File: src/rtl/hex_display_scanner.sv
// ---------------------------------------------------------------------------
// hex_display_scanner
//
// Time-multiplexes a 16-bit word onto a 4-digit common-anode style display.
// A prescaler divides clk down to one digit slot per DIV cycles; a 2-bit
// digit index walks slots 0..3. The displayed word is a snapshot taken at
// the end of each 4-digit frame, so the digits never tear mid-frame.
//
// Parameters:
//   DIV        clock cycles per digit slot (2..65535)
//
// Ports:
//   clk        clock, rising edge
//   clear_n    asynchronous active-low reset
//   value      16-bit word to display; nibble k goes to digit k
//   freeze     1 = keep the current snapshot at frame boundaries
//   blank_lz   1 = blank leading zero digits (digit 0 is never blanked)
//   digit      hex nibble of the active slot (always snap nibble idx)
//   dig_sel_n  active-low digit enables, bit k drives digit k
//   blank      1 when the current slot shows nothing
//   frame_done one-cycle pulse after the last slot of a frame ends
// ---------------------------------------------------------------------------
module hex_display_scanner #(
    parameter int unsigned DIV = 1000
) (
    input  logic        clk,
    input  logic        clear_n,
    input  logic [15:0] value,
    input  logic        freeze,
    input  logic        blank_lz,
    output logic [3:0]  digit,
    output logic [3:0]  dig_sel_n,
    output logic        blank,
    output logic        frame_done
);

    localparam logic [15:0] PRE_MAX = 16'(DIV - 1);

    logic [15:0] pre;
    logic [1:0]  idx;
    logic [15:0] snap;
    logic        tick;

    assign tick = (pre == PRE_MAX);

    // Scan state. frame_done is registered so it lines up with the first
    // cycle of the new frame, i.e. the cycle after the boundary edge.
    always_ff @(posedge clk or negedge clear_n) begin
        if (!clear_n) begin
            pre        <= 16'd0;
            idx        <= 2'd0;
            snap       <= 16'h0000;
            frame_done <= 1'b0;
        end else begin
            frame_done <= 1'b0;
            if (tick) begin
                pre <= 16'd0;
                idx <= idx + 2'd1;
                if (idx == 2'd3) begin
                    frame_done <= 1'b1;
                    if (!freeze) begin
                        snap <= value;
                    end
                end
            end else begin
                pre <= pre + 16'd1;
            end
        end
    end

    // A slot is a leading zero when its nibble and every higher nibble are
    // zero; build that as a chain from the top nibble down.
    logic z3, z2, z1;
    logic lz_slot;

    assign z3 = (snap[15:12] == 4'h0);
    assign z2 = z3 && (snap[11:8] == 4'h0);
    assign z1 = z2 && (snap[7:4] == 4'h0);

    always_comb begin
        lz_slot = 1'b0;
        case (idx)
            2'd3:    lz_slot = z3;
            2'd2:    lz_slot = z2;
            2'd1:    lz_slot = z1;
            default: lz_slot = 1'b0;
        endcase
    end

    always_comb begin
        digit = 4'h0;
        case (idx)
            2'd0:    digit = snap[3:0];
            2'd1:    digit = snap[7:4];
            2'd2:    digit = snap[11:8];
            default: digit = snap[15:12];
        endcase
    end

    // The first cycle of every slot (pre == 0) is dark so the previous
    // digit's segments can settle before the next enable goes low.
    always_comb begin
        dig_sel_n = 4'b1111;
        blank     = 1'b1;
        if ((pre != 16'd0) && !(blank_lz && lz_slot)) begin
            dig_sel_n = ~(4'b0001 << idx);
            blank     = 1'b0;
        end
    end

endmodule

File: config.mk
export PLATFORM = sky130hd
export DESIGN_NAME = hex_display_scanner
export DESIGN_NICKNAME = d
export VERILOG_FILES = /design/src/rtl/hex_display_scanner.sv
export SDC_FILE = /design/constraint.sdc
export NUM_CORES = 1
export LEC_CHECK = 0
export ABC_AREA = 1
export BUFFER_PORTS_ARGS = -buffer_cell sky130_fd_sc_hd__buf_2
export CAP_MARGIN = 15
export CORE_AREA = 2 2 62 64
export CTS_CLUSTER_SIZE = 16
export DETAILED_ROUTE_END_ITERATION = 10
export DIE_AREA = 0 0 64 66
export PLACE_DENSITY = 0.8
export RECOVER_POWER = 25
export SLEW_MARGIN = 25
export SYNTH_ARGS = -nofsm -noshare
export SYNTH_HDL_FRONTEND = slang
export SYNTH_SLANG_ARGS = --single-unit
File: constraint.sdc
create_clock -name clk -period 4.3 [get_ports clk]
set_input_delay 0.86 -clock clk [delete_from_list [all_inputs] [get_ports clk]]
set_output_delay 0.86 -clock clk [all_outputs]
set_load 0.02 [all_outputs]
==> run_results.csv, run 1 <==
group,metric,value,unit
timing,holdWs,473,ps
worst_setup_path,crit_buf_inv,2,
detailed_routing,drt-wirelength-per-cell,12.6,um
timing,worstMarginPinSlew,1890,ps
timing,fmax,0.341,GHz
floorplan,start_util,56.9,%
worst_setup_path,slowest_stage,"ha_1",
layout,antennaDiodeCount,0,
worst_setup_path,cp_top_family,"adder cells",
layout,final_util,63.1,%
cts,cts_tree,"yes",
cts,cts_hold_buf,0,
timing,setup_tns,0,ps
cts,clkSinkCount,35,
detailed_routing,drc_errors,0,
detailed_routing,antenna_left,0,
place,placed_area,2170,um2
job,cap_viol_max_count,1,
layout,areaGrowthSynthToFinish,11.0,%
place,gp_routability_congestion,0.920,
worst_setup_path,critPathArrivalTime,2070,ps
timing,slew_violations,36,
yosys,syn-num-nets,295,
floorplan,die-area,4220,um2
worst_setup_path,crit_type,"reg2out",
yosys,synth.most_common_cell,"nand2_1",
cts,clk_latency,340,ps
cts,cts_resized,0,
power_and_ir_drop,leakage,1.19,nW
yosys,yosysWarnings,0,
detailed_routing,detail_route.vias_per_cell,5.34,
yosys,ys_seq_elements,35,
cts,cts_setup_buffers,0,
global_route,antenna_found_initial,0,
timing,finalCritPeriodShare,68.1,%
yosys,synth_edf_count,0,
min_path,hold_class,"reg2reg",
worst_setup_path,reg2reg_depth,4,
worst_setup_path,crit_chain,"ha_1 > inv_1 > nand2_1 > nand2_1 > nand3_1 > buf_2",
power_and_ir_drop,peakVddDrop,169,uV
worst_setup_path,crit_path_start,"idx[0]$_DFFE_PN0N_",
floorplan,core_area,3550,um2
global_route,grt_use_met1,26.3,%
worst_setup_path,critPathRequiredTime,3440,ps
timing,setup_violations,0,
layout,num-nets-final,323,
global_route,grt_use_met3,5.45,%
worst_setup_path,crit_path_frequent_cell,"nand2_1",
outcome,outcome,"complete, but fails checks",
global_route,grt_max_degree,36,
yosys,synth_flop_cell,"dfrtp_1",
timing,fin_crit,2930,ps
layout,n_fill_cell,329,
cts,clkTransAtPathRegs,110,ps
worst_setup_path,cp_num_cells,6,
global_route,grt_first_pass_wirelength,7.18,mm
place,port_buffers,29,
timing,finalHoldViolCount,0,
detailed_routing,first_pass_iters,4,
floorplan,fp-row-count,22,
worst_setup_path,cpPeakStageDelay,650,ps
layout,fin_area,2240,um2
power_and_ir_drop,power.total,0.549,mW
place,dp_hpwl,3.13,mm
yosys,mappedNetlistArea,2020,um2
global_route,top_usage_layer,"met2",
yosys,async_flop_share,100,%
floorplan,ioPinCount,30,
detailed_routing,drt-total-wl,4.32,mm
global_route,grt-ovfl-total,0,
worst_setup_path,r2r_slack,2350,ps
yosys,seq_area_frac_synth,43.4,%
timing,maxSlewHeadroom,-25.7,%
cts,ctsRootBufferMaster,"clkbuf_4",
detailed_routing,drt-initial-drc-count,117,
layout,drive_gt1_share,14.2,%
yosys,syn_inst,267,
detailed_routing,vias,1836,
cts,htree_levels,2,
global_route,grt_pass1_vias,1684,
cts,numCtsBuffers,5,
worst_setup_path,r2r-start,"idx[0]$_DFFE_PN0N_",
yosys,yosysTopAreaCellShare,43.4,%
cts,cts.path.max_buffers,2,
floorplan,dieWidth,64,um
global_route,grt_util_all_layers,22.1,%
worst_setup_path,endpoint,"dig_sel_n[3]",
yosys,synth_cell_types,23,
yosys,synthTopCellsByCount,"nand2_1 (73), nor2_1 (39), dfrtp_1 (35)",
worst_setup_path,worst_setup_path_end_kind,"primary output",
power_and_ir_drop,power_density,245,nW/um2
floorplan,die-height,66,um
worst_setup_path,r2r_end,"snap[10]$_DFFE_PN0P_",
yosys,syn_area_per_cell,7.56,um2
timing,rsz0062_at_grt,"no",
outcome,failed_checks,"max-capacitance violations, max-slew violations",
yosys,ys_top_cells_by_area,"dfrtp_1 (43%), nand2_1 (14%), nor2_1 (7.2%)",
yosys,synth_top_area_cell,"dfrtp_1",
worst_setup_path,start_kind,"flip-flop",
global_route,use_met2,39.7,%
timing,skew,11.5,ps
worst_setup_path,cp_max_fo,19,
worst min-delay path by stage:
stage / from / endpoint / slack, ps / depth (start not counted)
final: pre[15]$_DFF_PN0_ / pre[15]$_DFF_PN0_ / 470 / 1
after global routing: pre[15]$_DFF_PN0_ / pre[15]$_DFF_PN0_ / 520 / 1
after CTS: pre[15]$_DFF_PN0_ / pre[15]$_DFF_PN0_ / 480 / 1
after detailed placement: pre[15]$_DFF_PN0_ / pre[15]$_DFF_PN0_ / 460 / 1
after global placement: snap[14]$_DFFE_PN0P_ / snap[14]$_DFFE_PN0P_ / 450 / 2
after floorplan: snap[13]$_DFFE_PN0P_ / snap[13]$_DFFE_PN0P_ / 440 / 2
cell usage in the layout, fill, tap and decap left out:
| master | instances |
|---|---|
| nand2_1 | 73 |
| nor2_1 | 39 |
| dfrtp_1 | 35 |
| inv_1 | 30 |
| buf_2 | 28 |
| nand4_1 | 20 |
| nand3_1 | 17 |
| nor3_1 | 9 |
| ha_1 | 8 |
| xor2_1 | 7 |
| a21oi_1 | 5 |
| clkbuf_4 | 5 |
| a32oi_1 | 3 |
| o21ai_0 | 3 |
| nand2_2 | 2 |
| inv_2 | 2 |
| clkbuf_8 | 2 |
| clkbuf_1 | 2 |
| xnor2_1 | 1 |
| nor2_2 | 1 |
| nor2_8 | 1 |
| clkinv_1 | 1 |
| nand4_2 | 1 |
| o21ai_1 | 1 |
metal layers:
metal,part of all wire (%),vias up
met5,0,-
met3,5.9,5
li1,-,915
met2,50,48
met4,1.1,0
met1,43,868
state kept, by name, summed over array words and instances, names as in the netlist:
name / cells
frame_done: 1
idx: 2
pre: 16
snap: 16
logic make-up after synthesis:
group | share of synthesized area, %
AO/OA/AOI/OAI | 3.53
XOR/XNOR | 3.47
buffers and inverters | 8.67
adder cells (fa/ha/maj) | 4.96
AND/OR/NAND/NOR | 36.0
flip-flops | 43.4
cell type report:
class                   instances  area, um2  share of cell area (%)
inverters                      33        124                    5.53
repair buffers                 29        144                    6.42
well taps                      48       60.1                    2.68
clock buffers                   8       68.8                    3.07
flip-flops and latches         35        876                    39.1
multi-input cells             191        968                    43.2
where the power goes:
group / switching [mW] / internal, mW
sequential: 0 / 0.329
combinational: 0.0111 / 0.00596
clock: 0.106 / 0.0962
total: 0.117 / 0.431
per-stage QoR:
stage,instances,worst slack [ps]
after CTS,344,1410
after global placement,336,1880
after floorplan,267,1980
after detailed placement,336,1780
after global routing,344,1230
final,344,1370
Power figures use the tool's default switching activity.
==> run 2, diff against run 1 <==
--- a/config.mk
+++ b/config.mk
@@ -8,11 +8,11 @@
 export ABC_AREA = 1
 export BUFFER_PORTS_ARGS = -buffer_cell sky130_fd_sc_hd__buf_2
 export CAP_MARGIN = 15
-export CORE_AREA = 2 2 62 64
+export CORE_AREA = 2 2 64 66
 export CTS_CLUSTER_SIZE = 16
 export DETAILED_ROUTE_END_ITERATION = 10
-export DIE_AREA = 0 0 64 66
-export PLACE_DENSITY = 0.8
+export DIE_AREA = 0 0 66 68
+export PLACE_DENSITY = 0.75
 export RECOVER_POWER = 25
 export SLEW_MARGIN = 25
 export SYNTH_ARGS = -nofsm -noshare
==> constraint.sdc (replaced) <==
create_clock -name clk -period 3 [get_ports clk]
set_input_delay 0.6 -clock clk [delete_from_list [all_inputs] [get_ports clk]]
set_output_delay 0.6 -clock clk [all_outputs]
set_load 0.02 [all_outputs]
==> run 2 against run 1 <==
Effect of this change:
- combinational power increased by 42%
- critical path type unchanged
- register-to-register slack got worse by 990 ps
- design area increased by 1.3%
- core utilization decreased by 4.2 points
- the run still ends with max-capacitance violations, max-slew violations left
- worst setup slack got worse by 750 ps
- clock-buffer cell count decreased by 2
- largest power group unchanged
- worst hold slack got worse by 3.5 ps
- total power increased by 52%
==> run_results.csv, run 2 (synthesized netlist as in run 1, its figures left out) <==
group,metric,value,unit
outcome,outcome,"complete, but fails checks",
outcome,failed_checks,"max-capacitance violations, max-slew violations",
power_and_ir_drop,power.total,0.833,mW
timing,setup_tns,0,ps
power_and_ir_drop,p_sw_share,20.7,%
detailed_routing,drt-initial-drc-count,106,
detailed_routing,drc_errors,0,
timing,finalHoldViolCount,0,
timing,skew,5.05,ps
cts,cts_tree,"yes",
power_and_ir_drop,pwr-share-comb,2.9,%
floorplan,dieWidth,66,um
power_and_ir_drop,p_sw,0.173,mW
place,port_buffers,29,
timing,fin_crit,2380,ps
place,dp_hpwl,3.26,mm
layout,num-nets-final,324,
worst_setup_path,start_kind,"flip-flop",
detailed_routing,antenna_left,0,
layout,largestRegisters,"pre: 16 flops, snap: 16 flops, idx: 2 flops",
power_and_ir_drop,p_clk_share,40.5,%
floorplan,start_util,52.4,%
layout,drive_gt1_share,14.5,%
floorplan,die-area,4490,um2
cts,clkTransAtPathRegs,70,ps
cts,clkSinkCount,35,
floorplan,ioPinCount,30,
layout,seq_area,876,um2
cts,htree_levels,2,
worst_setup_path,critPathRequiredTime,2400,ps
detailed_routing,dr_wl_met2,2.28,mm
detailed_routing,first_pass_iters,4,
detailed_routing,drt-total-wl,4.44,mm
min_path,hold_class,"reg2reg",
global_route,grt_max_degree,36,
worst_setup_path,cp_max_fo,5,
place,place_ws,938,ps
floorplan,fp-row-count,23,
timing,fmax,0.421,GHz
layout,areaGrowthSynthToFinish,12.4,%
cts,cts_resized,0,
worst_setup_path,critPathArrivalTime,1780,ps
cts,cts_hold_buf,0,
power_and_ir_drop,seq_power_share,56.7,%
floorplan,die-height,68,um
timing,maxSlewHeadroom,-24.4,%
layout,n_fill_cell,375,
cts,cts_setup_buffers,0,
detailed_routing,vias,1793,
power_and_ir_drop,leakage,1.20,nW
timing,fin_ws,623,ps
cts,cts.path.max_buffers,2,
global_route,grt_util_all_layers,21.7,%
detailed_routing,wl_met3,191,um
layout,layout_common_cells,"nand2_1 (73), nor2_1 (39), dfrtp_1 (35)",
cts,clk_latency,280,ps
floorplan,core_area,3860,um2
timing,holdWs,470,ps
power_and_ir_drop,internal_power,0.660,mW
detailed_routing,wl_met1,1.95,mm
cts,numCtsBuffers,5,
layout,final_util,58.9,%
worst_setup_path,crit_type,"reg2out",
global_route,grt_first_pass_wirelength,7.32,mm
power_and_ir_drop,power_density,367,nW/um2
timing,slew_violations,36,
job,cap_viol_max_count,1,
detailed_routing,detail_route.vias_per_cell,5.18,
detailed_routing,top_layer,"met4",
timing,rsz0062_at_grt,"no",
timing,finalCritPeriodShare,79.2,%
cts,ctsRootBufferMaster,"clkbuf_8",
layout,multiInputGateArea,968,um2
global_route,antenna_found_initial,0,
timing,setup_violations,0,
layout,final_common_cell,"nand2_1",
layout,antennaDiodeCount,0,
detailed_routing,drt-wirelength-per-cell,12.8,um
global_route,grt-ovfl-total,0,
power_and_ir_drop,peakVddDrop,221,uV
worst_setup_path,worst_setup_path_end_kind,"primary output",
timing,worstMarginPinSlew,1870,ps
global_route,grt_pass1_vias,1681,
place,gp_routability_congestion,0.853,
==> run 2: cell types whose count changed in the layout (fill, tap and decap cells not counted), sizes merged <==
cell	delta
buf	+1
clkinv	+1
clkbuf	-2
==> run 2: worst paths after layout <==
path	endpoint	slack [ps]	from	cells past startpoint
worst max-delay path	digit[0]	620	idx[0]$_DFFE_PN0N_	7
max in group asynchronous	pre[1]$_DFF_PN0_	1100	clear_n	1
worst min-delay path	pre[15]$_DFF_PN0_	470	pre[15]$_DFF_PN0_	1
worst max register to register	snap[15]$_DFFE_PN0P_	1360	idx[0]$_DFFE_PN0N_	5
worst min register to register	pre[15]$_DFF_PN0_	470	pre[15]$_DFF_PN0_	1
min in group asynchronous	snap[1]$_DFFE_PN0P_	820	clear_n	1
==> run 2: cell type report <==
type                    count  share of cell area (%)
repair buffers             30                    6.67
well taps                  50                    2.76
inverters                  33                    5.46
flip-flops and latches     35                    38.6
multi-input cells         191                    42.7
clock inverters             1                   0.221
clock buffers               6                    3.64
==> run 2: stage by stage <==
stage	std cells	area, um2
6_report	346	2270
5_1_grt	346	2270
4_1_cts	346	2270
3_5_place_dp	339	2180
3_3_place_gp	339	2180
2_1_floorplan	267	2020
==> run 2: per-layer routing <==
layer	track usage (%)	up-vias
met5	0	-
met4	6.63	0
met3	4.44	2
met2	39.6	43
met1	25.8	833
li1	-	915
==> run 2: power by group through the flow <==
stage / registers, mW / clock network [mW] / logic (mW)
after global routing: 0.471 / 0.371 / 0.0275
after global placement: 0.481 / 0 / 0.0248
final: 0.472 / 0.337 / 0.0241
after detailed placement: 0.481 / 0 / 0.0252
after CTS: 0.472 / 0.349 / 0.0253
after floorplan: 0.481 / 0 / 0.00334
==> run 2: critical path, cell delays in order (launching register included) <==
cell	delay, ps
dfrtp_1	440
inv_1	140
ha_1	280
inv_1	80
o21ai_0	170
a21oi_1	60
o21ai_0	150
buf_2	190
==> run 3, diff against run 2 <==
==> constraint.sdc (replaced) <==
create_clock -name clk -period 2.4 [get_ports clk]
set_input_delay 0.48 -clock clk [delete_from_list [all_inputs] [get_ports clk]]
set_output_delay 0.48 -clock clk [all_outputs]
set_load 0.02 [all_outputs]
==> run 3 against run 2 <==
Effect of this change:
- the run still ends with max-capacitance violations, max-slew violations left
- first-iteration DRC count grew 53%
- clock power grew 25%
- core utilization grew 0.19 points
- die area is the same
- sequential share of layout area shrank 0.13 points
- sequential power grew 25%
- worst hold slack lost 23 ps
- design area grew 0.33%
==> run_results.csv, run 3 (synthesized netlist as in run 1, its figures left out) <==
group,metric,value,unit
worst_setup_path,r2r-start,"idx[0]$_DFFE_PN0N_",
layout,multiInputGateArea,968,um2
timing,worstMarginPinSlew,1810,ps
timing,setup_violations,0,
timing,holdWs,446,ps
worst_setup_path,r2r_slack,740,ps
power_and_ir_drop,p_clk_share,40.4,%
power_and_ir_drop,leakage,1.20,nW
timing,fin_crit,2250,ps
cts,cts.path.max_buffers,2,
worst_setup_path,cpPeakStageDelay,440,ps
global_route,grt_util_all_layers,21.6,%
floorplan,die-area,4490,um2
floorplan,ioPinCount,30,
min_path,hold-path-cell-count,3,
detailed_routing,first_pass_iters,4,
detailed_routing,detail_route.vias_per_cell,5.19,
cts,cts_setup_buffers,0,
worst_setup_path,critPathRequiredTime,1920,ps
detailed_routing,drt-initial-drc-count,162,
min_path,min_from,"value[9]",
layout,antennaDiodeCount,0,
layout,seq_area,876,um2
cts,clk_latency,280,ps
layout,final_util,59.1,%
layout,drive_gt1_share,14.8,%
detailed_routing,vias,1801,
floorplan,core_area,3860,um2
timing,maxSlewHeadroom,-20.9,%
worst_setup_path,cp_top_family,"flip-flops",
worst_setup_path,reg2reg_depth,5,
detailed_routing,drt-total-wl,4.45,mm
worst_setup_path,endpoint,"digit[0]",
place,place_ws,447,ps
layout,areaGrowthSynthToFinish,12.8,%
cts,htree_levels,2,
place,gp_routability_congestion,0.850,
cts,clkTransAtPathRegs,70,ps
power_and_ir_drop,internal_power,0.826,mW
floorplan,fp-row-count,23,
power_and_ir_drop,pwr-share-comb,3.0,%
global_route,antenna_found_initial,0,
timing,skew,5.06,ps
layout,largestRegisters,"pre: 16 flops, snap: 16 flops, idx: 2 flops",
timing,slew_violations,36,
timing,setup_tns,0,ps
timing,fin_ws,146,ps
worst_setup_path,crit_type,"reg2out",
timing,finalCritPeriodShare,93.9,%
job,cap_viol_max_count,1,
cts,cts_resized,0,
worst_setup_path,worst_setup_path_end_kind,"primary output",
layout,layout_common_cells,"nand2_1 (73), nor2_1 (39), dfrtp_1 (35)",
cts,clkSinkCount,35,
place,dp.cells,340,
worst_setup_path,cp_num_cells,7,
worst_setup_path,crit_buf_inv,3,
cts,numCtsBuffers,5,
layout,fin_area,2280,um2
worst_setup_path,crit_chain,"inv_1 > ha_1 > inv_1 > o21ai_0 > a21oi_1 > o21ai_0 > buf_2",
worst_setup_path,r2r_end,"snap[15]$_DFFE_PN0P_",
floorplan,die-height,68,um
worst_setup_path,start_kind,"flip-flop",
global_route,grt_max_degree,36,
global_route,grt_pass1_vias,1637,
power_and_ir_drop,p_sw,0.215,mW
power_and_ir_drop,power_density,457,nW/um2
min_path,hold_class,"in2reg",
place,port_buffers,29,
power_and_ir_drop,peakVddDrop,429,uV
global_route,grt-ovfl-total,0,
layout,n_fill_cell,381,
place,placed_area,2190,um2
layout,post_layout_nonfiller_instances,347,
cts,ctsRootBufferMaster,"clkbuf_8",
timing,finalHoldViolCount,0,
worst_setup_path,slowest_stage,"dfrtp_1",
timing,rsz0062_at_grt,"no",
power_and_ir_drop,p_sw_share,20.6,%
outcome,outcome,"complete, but fails checks",
global_route,grt_first_pass_wirelength,7.31,mm
detailed_routing,drt-wirelength-per-cell,12.8,um
worst_setup_path,critPathArrivalTime,1770,ps
place,dp_hpwl,3.27,mm
timing,fmax,0.444,GHz
layout,num-nets-final,325,
detailed_routing,drc_errors,0,
cts,cts_tree,"yes",
outcome,failed_checks,"max-capacitance violations, max-slew violations",
layout,final_common_cell,"nand2_1",
power_and_ir_drop,power.total,1.04,mW
power_and_ir_drop,seq_power_share,56.6,%
cts,cts_hold_buf,0,
worst_setup_path,cp_max_fo,5,
floorplan,dieWidth,66,um
worst_setup_path,crit_path_start,"idx[0]$_DFFE_PN0N_",
detailed_routing,antenna_left,0,
floorplan,start_util,52.4,%
run 3: changes by cell type in the layout (fill, tap and decap cells not counted), sizes merged:
cell,before,now
buf,29,30
run 3: worst reg2reg max path: stages, from the launching register on:
cell and delay, ps:
dfrtp_1 440, ha_1 190, buf_4 240, nand4_2 410
nand2_1 180, nand2_1 70
run 3: worst min-delay path by stage:
stage                                 to  slack [ps]
floorplan           frame_done$_DFF_PN0_         180
global placement    snap[15]$_DFFE_PN0P_         460
detailed placement   snap[8]$_DFFE_PN0P_         460
CTS                  snap[3]$_DFFE_PN0P_         300
global route         snap[8]$_DFFE_PN0P_         440
finish               snap[9]$_DFFE_PN0P_         450
run 3: power by group through the flow:
stage               clock network, mW  logic (mW)  registers (mW)
floorplan                           0     0.00418           0.601
global placement                    0      0.0324           0.601
detailed placement                  0      0.0327           0.601
CTS                             0.433      0.0328           0.590
global route                    0.463      0.0358           0.589
finish                          0.420      0.0313           0.590
run 3: routing by layer:
layer,GRT usage (%),up-vias,wire [um]
met5,0,-,0
met4,5.87,0,36
met3,4.61,4,156
met2,38.5,35,2270
met1,26.6,848,1990
li1,-,914,-
run 3: layout make-up:
cell class | count | share of cell area (%)
well taps | 50 | 2.75
clock buffers | 6 | 3.63
clock inverters | 1 | 0.220
multi-input cells | 191 | 42.5
repair buffers | 31 | 6.98
flip-flops and latches | 35 | 38.5
inverters | 33 | 5.44
